File: config.mk
export PLATFORM = sky130hd
export DESIGN_NAME = num_entry_buffer
export DESIGN_NICKNAME = d
export VERILOG_FILES = /design/src/rtl/num_entry_buffer_pkg.sv /design/src/rtl/num_entry_buffer_ps2_digit_decode.sv /design/src/rtl/num_entry_buffer.sv
export SDC_FILE = /design/constraint.sdc
export NUM_CORES = 1
export LEC_CHECK = 0
export ABC_AREA = 1
export CELL_PAD_IN_SITES_DETAIL_PLACEMENT = 0
export CELL_PAD_IN_SITES_GLOBAL_PLACEMENT = 2
export CORE_ASPECT_RATIO = 0.6
export CORE_MARGIN = 3
export CORE_UTILIZATION = 30
export CTS_CLUSTER_SIZE = 20
export DETAILED_ROUTE_END_ITERATION = 8
export PLACE_DENSITY_LB_ADDON = 0.1
export SYNTH_ARGS = -nofsm -noshare
export SYNTH_HDL_FRONTEND = slang
export SYNTH_SLANG_ARGS = --single-unit
File: constraint.sdc
create_clock -name clk -period 3.7 [get_ports clk]
set_input_delay 0.37 -clock clk [delete_from_list [all_inputs] [get_ports clk]]
set_output_delay 0.37 -clock clk [all_outputs]
set_load 0.01 [all_outputs]
File: src/rtl/num_entry_buffer_pkg.sv
// Shared scancode constants, FSM encodings and MMIO offsets for the number entry buffer.
// The MMIO offsets are also consumed by mmio_controller.
package num_entry_buffer_pkg;
  localparam logic [7:0] SC_BREAK = 8'hF0;
  localparam logic [7:0] SC_EXT   = 8'hE0;
  localparam logic [7:0] SC_ENTER = 8'h5A;
  localparam logic [7:0] SC_BKSP  = 8'h66;
  localparam logic [7:0] SC_ESC   = 8'h76;

  localparam logic [31:0] MMIO_NUM_BUFFER = 32'h5000_0000;
  localparam logic [31:0] MMIO_NUM_VALID  = 32'h5000_0004;

  typedef enum logic {S_IDLE = 1'b0, S_CONV = 1'b1} state_t;
endpackage

File: src/rtl/num_entry_buffer_ps2_digit_decode.sv
// Set-2 make code to decimal digit lookup (combinational).
// NUM_BUF_KEYPAD_EN adds the numeric keypad digit codes.
module ps2_digit_decode (
  input  logic [7:0] code,
  input  logic       ext,
  output logic       is_digit,
  output logic [3:0] digit
);
  always_comb begin
    is_digit = 1'b0;
    digit    = 4'd0;
    if (!ext) begin
      is_digit = 1'b1;
      case (code)
        8'h45: digit = 4'd0;
        8'h16: digit = 4'd1;
        8'h1E: digit = 4'd2;
        8'h26: digit = 4'd3;
        8'h25: digit = 4'd4;
        8'h2E: digit = 4'd5;
        8'h36: digit = 4'd6;
        8'h3D: digit = 4'd7;
        8'h3E: digit = 4'd8;
        8'h46: digit = 4'd9;
`ifdef NUM_BUF_KEYPAD_EN
        8'h70: digit = 4'd0;
        8'h69: digit = 4'd1;
        8'h72: digit = 4'd2;
        8'h7A: digit = 4'd3;
        8'h6B: digit = 4'd4;
        8'h73: digit = 4'd5;
        8'h74: digit = 4'd6;
        8'h6C: digit = 4'd7;
        8'h75: digit = 4'd8;
        8'h7D: digit = 4'd9;
`endif
        default: is_digit = 1'b0;
      endcase
    end
  end
endmodule

File: src/rtl/num_entry_buffer.sv
// Keyboard number entry: BCD digit collection with editing, multi-cycle BCD->binary on Enter.
// Optional macro NUM_BUF_KEYPAD_EN accepts keypad digits and E0-prefixed keypad Enter.
module num_entry_buffer
  import num_entry_buffer_pkg::*;
#(
  parameter int MAX_DIGITS = 9,
  parameter int CNT_W      = 4
) (
  input  logic             clk,
  input  logic             rst,
  input  logic [7:0]       ps2_code,
  input  logic             ps2_code_valid,
  input  logic             num_ack,
  output logic [31:0]      num_buffer,
  output logic             num_valid,
  output logic             busy,
  output logic [CNT_W-1:0] digit_count,
  output logic             drop_flag
);
  state_t                          state_q, state_d;
  logic                            brk_q, brk_d, ext_q, ext_d;
  logic [MAX_DIGITS-1:0][3:0]      bcd_q, bcd_d;
  logic [CNT_W-1:0]                cnt_q, cnt_d, idx_q, idx_d;
  logic [31:0]                     acc_q, acc_d, acc_nxt, num_q, num_d;
  logic                            valid_q, valid_d, drop_q, drop_d, drop_set;
  logic                            is_digit, is_enter, is_bksp, is_esc, valid_eff;
  logic [3:0]                      dig, cur_dig;

  ps2_digit_decode u_dec (
    .code     (ps2_code),
    .ext      (ext_q),
    .is_digit (is_digit),
    .digit    (dig)
  );

`ifdef NUM_BUF_KEYPAD_EN
  assign is_enter = (ps2_code == SC_ENTER);
`else
  assign is_enter = (ps2_code == SC_ENTER) && !ext_q;
`endif
  assign is_bksp   = (ps2_code == SC_BKSP) && !ext_q;
  assign is_esc    = (ps2_code == SC_ESC)  && !ext_q;
  // A same-cycle ack frees the buffer for the byte arriving with it.
  assign valid_eff = valid_q && !num_ack;
  assign cur_dig   = bcd_q[idx_q];
  assign acc_nxt   = (acc_q << 3) + (acc_q << 1) + {28'd0, cur_dig};

  always_comb begin
    state_d  = state_q;
    brk_d    = brk_q;
    ext_d    = ext_q;
    bcd_d    = bcd_q;
    cnt_d    = cnt_q;
    idx_d    = idx_q;
    acc_d    = acc_q;
    num_d    = num_q;
    valid_d  = valid_eff;
    drop_set = 1'b0;
    if (ps2_code_valid) begin
      if (ps2_code == SC_BREAK) begin
        brk_d = 1'b1;
      end else if (ps2_code == SC_EXT) begin
        ext_d = 1'b1;
      end else begin
        brk_d = 1'b0;
        ext_d = 1'b0;
        if (!brk_q) begin
          if (state_q == S_IDLE && !valid_eff) begin
            if (is_digit) begin
              if (cnt_q == CNT_W'(MAX_DIGITS)) begin
                drop_set = 1'b1;
              end else begin
                bcd_d = {bcd_q[MAX_DIGITS-2:0], dig};
                cnt_d = cnt_q + 1'b1;
              end
            end else if (is_enter) begin
              if (cnt_q != '0) begin
                state_d = S_CONV;
                acc_d   = '0;
                idx_d   = cnt_q - 1'b1;
              end
            end else if (is_bksp) begin
              if (cnt_q != '0) begin
                bcd_d = {4'd0, bcd_q[MAX_DIGITS-1:1]};
                cnt_d = cnt_q - 1'b1;
              end
            end else if (is_esc) begin
              bcd_d = '0;
              cnt_d = '0;
            end
          end else if (is_digit) begin
            drop_set = 1'b1;
          end
        end
      end
    end
    // Most significant digit sits at nibble cnt-1; walk down to nibble 0.
    if (state_q == S_CONV) begin
      acc_d = acc_nxt;
      idx_d = idx_q - 1'b1;
      if (idx_q == '0) begin
        num_d   = acc_nxt;
        valid_d = 1'b1;
        bcd_d   = '0;
        cnt_d   = '0;
        state_d = S_IDLE;
      end
    end
    drop_d = (drop_q && !num_ack) || drop_set;
  end

  always_ff @(posedge clk or negedge rst) begin
    if (!rst) begin
      state_q <= S_IDLE;
      brk_q   <= 1'b0;
      ext_q   <= 1'b0;
      bcd_q   <= '0;
      cnt_q   <= '0;
      idx_q   <= '0;
      acc_q   <= '0;
      num_q   <= '0;
      valid_q <= 1'b0;
      drop_q  <= 1'b0;
    end else begin
      state_q <= state_d;
      brk_q   <= brk_d;
      ext_q   <= ext_d;
      bcd_q   <= bcd_d;
      cnt_q   <= cnt_d;
      idx_q   <= idx_d;
      acc_q   <= acc_d;
      num_q   <= num_d;
      valid_q <= valid_d;
      drop_q  <= drop_d;
    end
  end

  assign num_buffer  = num_q;
  assign num_valid   = valid_q;
  assign busy        = (state_q == S_CONV);
  assign digit_count = cnt_q;
  assign drop_flag   = drop_q;
endmodule

==> Yosys cells after proc, flatten, opt, wreduce, memory -nomap -nowiden <==
Cells that the tools add are included.
{ "totals": {"input_bits": 12, "wordCells": 141, "memories": 0, "ff_bits": 112, "ramBits": 0, "rom_bits": 0, "latchBits": 0} }
{ "op_classes": {"n_shift": 0, "div": 0, "multipliers": 0, "bitwise_logic": 2, "n_addsub": 5, "muxes": 73, "n_reduce_logical": 21, "n_eq_ne": 21, "magnitude_cmp": 1} }
{ "op_table": {"columns": ["op", "n"], "rows": [
  ["$mux W36", 13],
  ["$mux W31", 9],
  ["$mux W4", 24],
  ["$eq A8 B6 Y1 const B", 6],
  ["$eq A8 B7 Y1 const B", 5],
  ["$pmux W4 S9", 1],
  ["$add A32 B32 Y32", 1],
  ["$add A32 B4 Y32", 1],
  ["$mux W1", 25],
  ["$bmux W4 S4", 1],
  ["$eq A8 B5 Y1 const B", 2],
  ["$eq A8 B8 Y1 const B", 2],
  ["$ne A2 B2 Y1 const B", 5],
  ["$reduce_or A10 Y1", 1],
  ["$reduce_and A8 Y1", 1],
  ["$reduce_bool A2 Y1", 4],
  ["$sub A4 B1 Y4 const B", 2],
  ["$logic_and A1 B1 Y1", 6],
  ["$reduce_and A2 Y1", 3],
  ["$lt A4 B5 Y1 const B", 1],
  ["$add A4 B1 Y4 const B", 1],
  ["$eq A4 B4 Y1 const B", 1],
  ["$logic_not A4 Y1", 1],
  ["$reduce_bool A4 Y1", 1],
  ["3 further kinds", 6]
]} }

==> Logic depth before layout (Yosys ltp) <==
{ "depth": {"word_depth": 13, "depth_mapped": 22, "ltp_nobuf": 21} }

==> Modules after synthesis <==
From an unflattened synthesis, not the netlist that was laid out.
{ "unflattened": {"cells_unflattened": 1225, "hier_area_um2": 8249.2} }
{ "modules_own_cells": {"columns": ["mod", "area_per_inst_um2", "seq_area_each_um2", "n_inst", "cells_each"], "rows": [
  ["num_entry_buffer", 7981.4, 2802.7, 1, 1171],
  ["ps2_digit_decode", 267.8, 0.0, 1, 54]
]} }

==> Worst setup path after synthesis <==
Ideal clock, no wire load.
{ "synth_timing": {"kind": "flip-flop to flip-flop", "start": "register idx_q[1]", "end": "register acc_q[28]", "t_arrival_ns": 3.364, "slack_ns": 0.218, "path_stages_with_launch": 20, "cell_sequence": "dfrtp_1 -> clkbuf_1 -> clkinv_1 -> a21oi_1 -> o21ai_0 -> nand2_1 -> o21ai_0 -> a31oi_1 -> a21oi_1 -> fa_1 -> fa_1 -> nand3b_1 -> nand2_1 -> a21boi_0 -> o21ai_0 -> nand4_1 -> nand3_1 -> nand2_1 -> nand3_1 -> nand2_1"} }
{ "synth_via": {"elab_chain_len": 4} }
{ "synth_rtl": {"columns": ["element", "line_no", "text"], "rows": [
  ["start: declaration", "num_entry_buffer.sv:23", "logic [CNT_W-1:0] cnt_q, cnt_d, idx_q, idx_d;"],
  ["start signal: assignment", "num_entry_buffer.sv:130", "idx_q <= idx_d;"],
  ["$bmux W4 S4", "num_entry_buffer.sv:45", "assign cur_dig = bcd_q[idx_q];"],
  ["$mux W4 (not written as such)", "num_entry_buffer.sv:45", null],
  ["$add A32 B4 Y32", "num_entry_buffer.sv:46", "assign acc_nxt = (acc_q << 3) + (acc_q << 1) + {28'd0, cur_dig};"],
  ["$mux W31", "num_entry_buffer.sv:98", "if (state_q == S_CONV) begin"],
  ["end signal: assignment", "num_entry_buffer.sv:120", "acc_q <= '0;"],
  ["end signal: assignment", "num_entry_buffer.sv:131", "acc_q <= acc_d;"],
  ["end: declaration", "num_entry_buffer.sv:24", "logic [31:0] acc_q, acc_d, acc_nxt, num_q, num_d;"]
]} }
No other way between the ends. The select of a mux whose other input is x is not followed.
A chain may end at the register's enable or synchronous reset.

==> Worst setup path after layout <==
{ "layout_timing": {"start": "register idx_q[0]", "end": "register num_q[25], in the netlist num_buffer[25]"} }
{ "layout_via": {"elab_chain_len": 3} }
{ "layout_rtl": {"columns": ["element", "line_no", "text"], "rows": [
  ["$bmux W4 S4", "num_entry_buffer.sv:45", null],
  ["$mux W4 (not written as such)", "num_entry_buffer.sv:45", null],
  ["$add A32 B4 Y32", "num_entry_buffer.sv:46", null],
  ["end signal: assignment", "num_entry_buffer.sv:132", "num_q <= num_d;"],
  ["end: declaration", "num_entry_buffer.sv:24", null]
]} }
Several ways; a longest one is shown, not always the timed one. The select of a mux whose other input is x is not followed.

==> run summary <==
status -> finished clean
crit path kind -> reg2reg
Syn. warnings -> 0
Synth Flop Type -> dfrtp_1
DIE HEIGHT -> 135 um
Synth cell types -> 46
top-count cell post-synth -> nand2_1
drt pass-1 iters -> 5
die area -> 0.0299 sq mm
starting density of the core -> 0.310
Syn Nets -> 1224
sequential area share after synthesis -> 0.337
commonest cells in the netlist -> nand2_1, dfrtp_1, o21ai_0
largest cells by area after synthesis -> dfrtp_1, nand2_1, ha_1
CTS tree -> done
routed vias/inst -> 4.96
all-layer global routing usage -> 0.203
Setup WS pre-CTS -> 23.0 ps
Lkg Pwr -> 4.56 nW
clk sinks -> 112
Arr. time, crit path -> 3690 ps
startpoint types -> register
Layout Utilization -> 0.360
mapped cell area -> 0.00833 sq mm
area leader, netlist -> dfrtp_1
HPWL after detailed placement -> 21900 um
PortBufs -> 50
largest net degree at the start of global routing -> 64
share of layout cells above drive strength 1 -> 0.101
RSZ-0062 raised after global routing -> true
Max-Cap Viols -> 0
cts hold-fix bufs -> 0
Rel. slew slack -> 0.525
final setup TNS -> 0 ps
DRC violation count after routing -> 0
Routability Congestion -> 0.837
Longest Clk Path Bufs -> 2
Pint -> 0.00315 W
Req. time, crit path -> 3970 ps
final period utilization -> 0.924
routed length per instance -> 18.8 um
post-synthesis cell count -> 1147
vias -> 7758
DRT iter0 DRCs -> 650
Clk pwr share -> 0.164
Horiz. Die Dim -> 221 um
final wirelength -> 29300 um
Mean Syn Cell Area -> 7.26 sq um
final hold vios -> 0
Worst-path clk slew -> 90 ps
clock latency on the worst-skew pair -> 380 ps
core area -> 0.0269 sq mm
Comb pwr share -> 0.569
Sequential Power Share -> 0.267
first-pass GRT wire length -> 46700 um
CP Max Fanout -> 7
share of flip-flops with an asynchronous set or reset -> 1.00
clock skew -> 12.6 ps
# setup viols final -> 0
GR Overflow Total -> 0
switching part of the total power -> 0.488
P&R area growth vs syn -> 16.4%
nets -> 1275
antenna violations before repair -> 0
Power per Cell Area -> 635 mW/mm^2
VDD IR max -> 269 uV
Pins Over Slew Limit -> 0
CTS buffer count -> 9
Final WS setup -> 281 ps
P_sw -> 0.00300 W
ANT nets after route -> 0
vias in the first global route -> 7460
critical path capture point type -> register
Filler Cells Inserted -> 2869
CTS Root Cell -> clkbuf_16
minimum clock period -> 3420 ps
Hold Crit Class -> in2async
post-synth top area share -> 0.337
# IOs -> 51
f_max -> 292 MHz
Post-synth EDFFs -> 0
Synth Register Bits -> 112
H-tree depth -> 3
cell row count -> 46
Worst-Margin Slew -> 712 ps
==> final timing paths <==
path                                                  from                    endpoint  slack, ps  cells after the start
worst max-delay path                  idx_q[0]$_DFFE_PN0P_  num_buffer[25]$_DFFE_PN0P_        280                     19
worst min-delay path                                   rst         drop_flag$_DFF_PN0_         20                      1
worst max register to register        idx_q[0]$_DFFE_PN0P_  num_buffer[25]$_DFFE_PN0P_        280                     19
worst min register to register  num_buffer[23]$_DFFE_PN0P_  num_buffer[23]$_DFFE_PN0P_        480                      2
max in group asynchronous                              rst   num_buffer[7]$_DFFE_PN0P_       2830                      2
min in group clk                num_buffer[23]$_DFFE_PN0P_  num_buffer[23]$_DFFE_PN0P_        480                      2
==> power groups by stage <==
stage               sequential, W  combinational (W)  clock, W
floorplan                 0.00157            0.00239         0
global placement          0.00166            0.00340         0
detailed placement        0.00165            0.00337         0
CTS                       0.00163            0.00340   0.00105
global route              0.00167            0.00398   0.00109
finish                    0.00164            0.00350   0.00101
==> timing repair <==
| action | 4_1_cts | 5_1_grt |
|---|---|---|
| endpoints found under the setup margin | 2 | 37 |
| resized for setup | 1 | 27 |
| setup buffers | 0 | 7 |
| pin swaps | 0 | 6 |
==> cell usage in the layout, fill, tap and decap left out, drive strengths merged, types with 9 or more instances in the layout <==
cell and count:
buf 39, nand4 10, nand3 72, clkbuf 12, clkdlybuf4s50 49, o22ai 12, o211ai 18, nor3 11
nand2 367, o21ai 110, dfrtp 112, xor2 14, xnor2 9, inv 94, nor2 62, a22o 11
ha 63, a21oi 96
==> through the flow <==
stage / hold slack [ps] / total power [W] / instance area [sq um] / std cells
floorplan: 74.4 / 0.00397 / 8330 / 1147
global placement: 445 / 0.00506 / 9280 / 1540
detailed placement: 455 / 0.00502 / 9280 / 1540
CTS: 34.5 / 0.00608 / 9550 / 1555
global route: 74.0 / 0.00674 / 9680 / 1562
finish: 24.8 / 0.00615 / 9690 / 1563
==> layer usage <==
layer,vias up,track usage,share of wire
li1,3930,-,-
met1,3649,0.357,0.61
met3,19,0.0395,0.052
met4,0,0.0364,0.0090
met2,160,0.237,0.33
met5,-,0,0
==> area by class of cell <==
class                      instances  area (sq um)  area share
inverter                          98           372      0.0384
antenna                            1          2.50    0.000258
clock inverter                     3          17.5     0.00181
clock buffer                      12           256      0.0265
multi-input combinational        889          4970       0.513
sequential                       112          2800       0.289
tap                              360           450      0.0465
timing repair buffer              88           812      0.0838
==> logic make-up (layout without fill, tap and decap cells) <==
family / after synthesis / after routing / share of synthesized area
buffers and inverters: 146 / 201 / 0.0757
other: 0 / 1 / 0
AOI/OAI and AO/OA: 269 / 269 / 0.187
and+or+nand+nor: 532 / 532 / 0.277
xor gates and xnor gates: 23 / 23 / 0.0242
adders and majority gates: 65 / 65 / 0.0995
DFF: 112 / 112 / 0.337
==> state kept, by name, indices dropped and copies added (netlist names) <==
| register | cells |
|---|---|
| drop_flag | 1 |
| brk_q | 1 |
| digit_count | 4 |
| bcd_q | 36 |
| num_buffer | 32 |
| busy | 1 |
| num_valid | 1 |
| ext_q | 1 |
| idx_q | 4 |
| acc_q | 31 |
==> critical path, cell delays in order, from the launching register on <==
cell and delay, ps:
dfrtp_2 440, buf_6 140, a21oi_1 130, o21ai_1 80, nand2_1 60, o21ai_0 70
a31oi_1 200, a21oi_2 70, fa_1 580, inv_1 50, ha_1 260, nand2_1 80
o21ai_1 60, buf_4 150, a21oi_2 190, or2_2 140, nand3_1 150, or2_2 330
nand3_1 70, nand2_1 50
(Power assumes the default switching activity.)
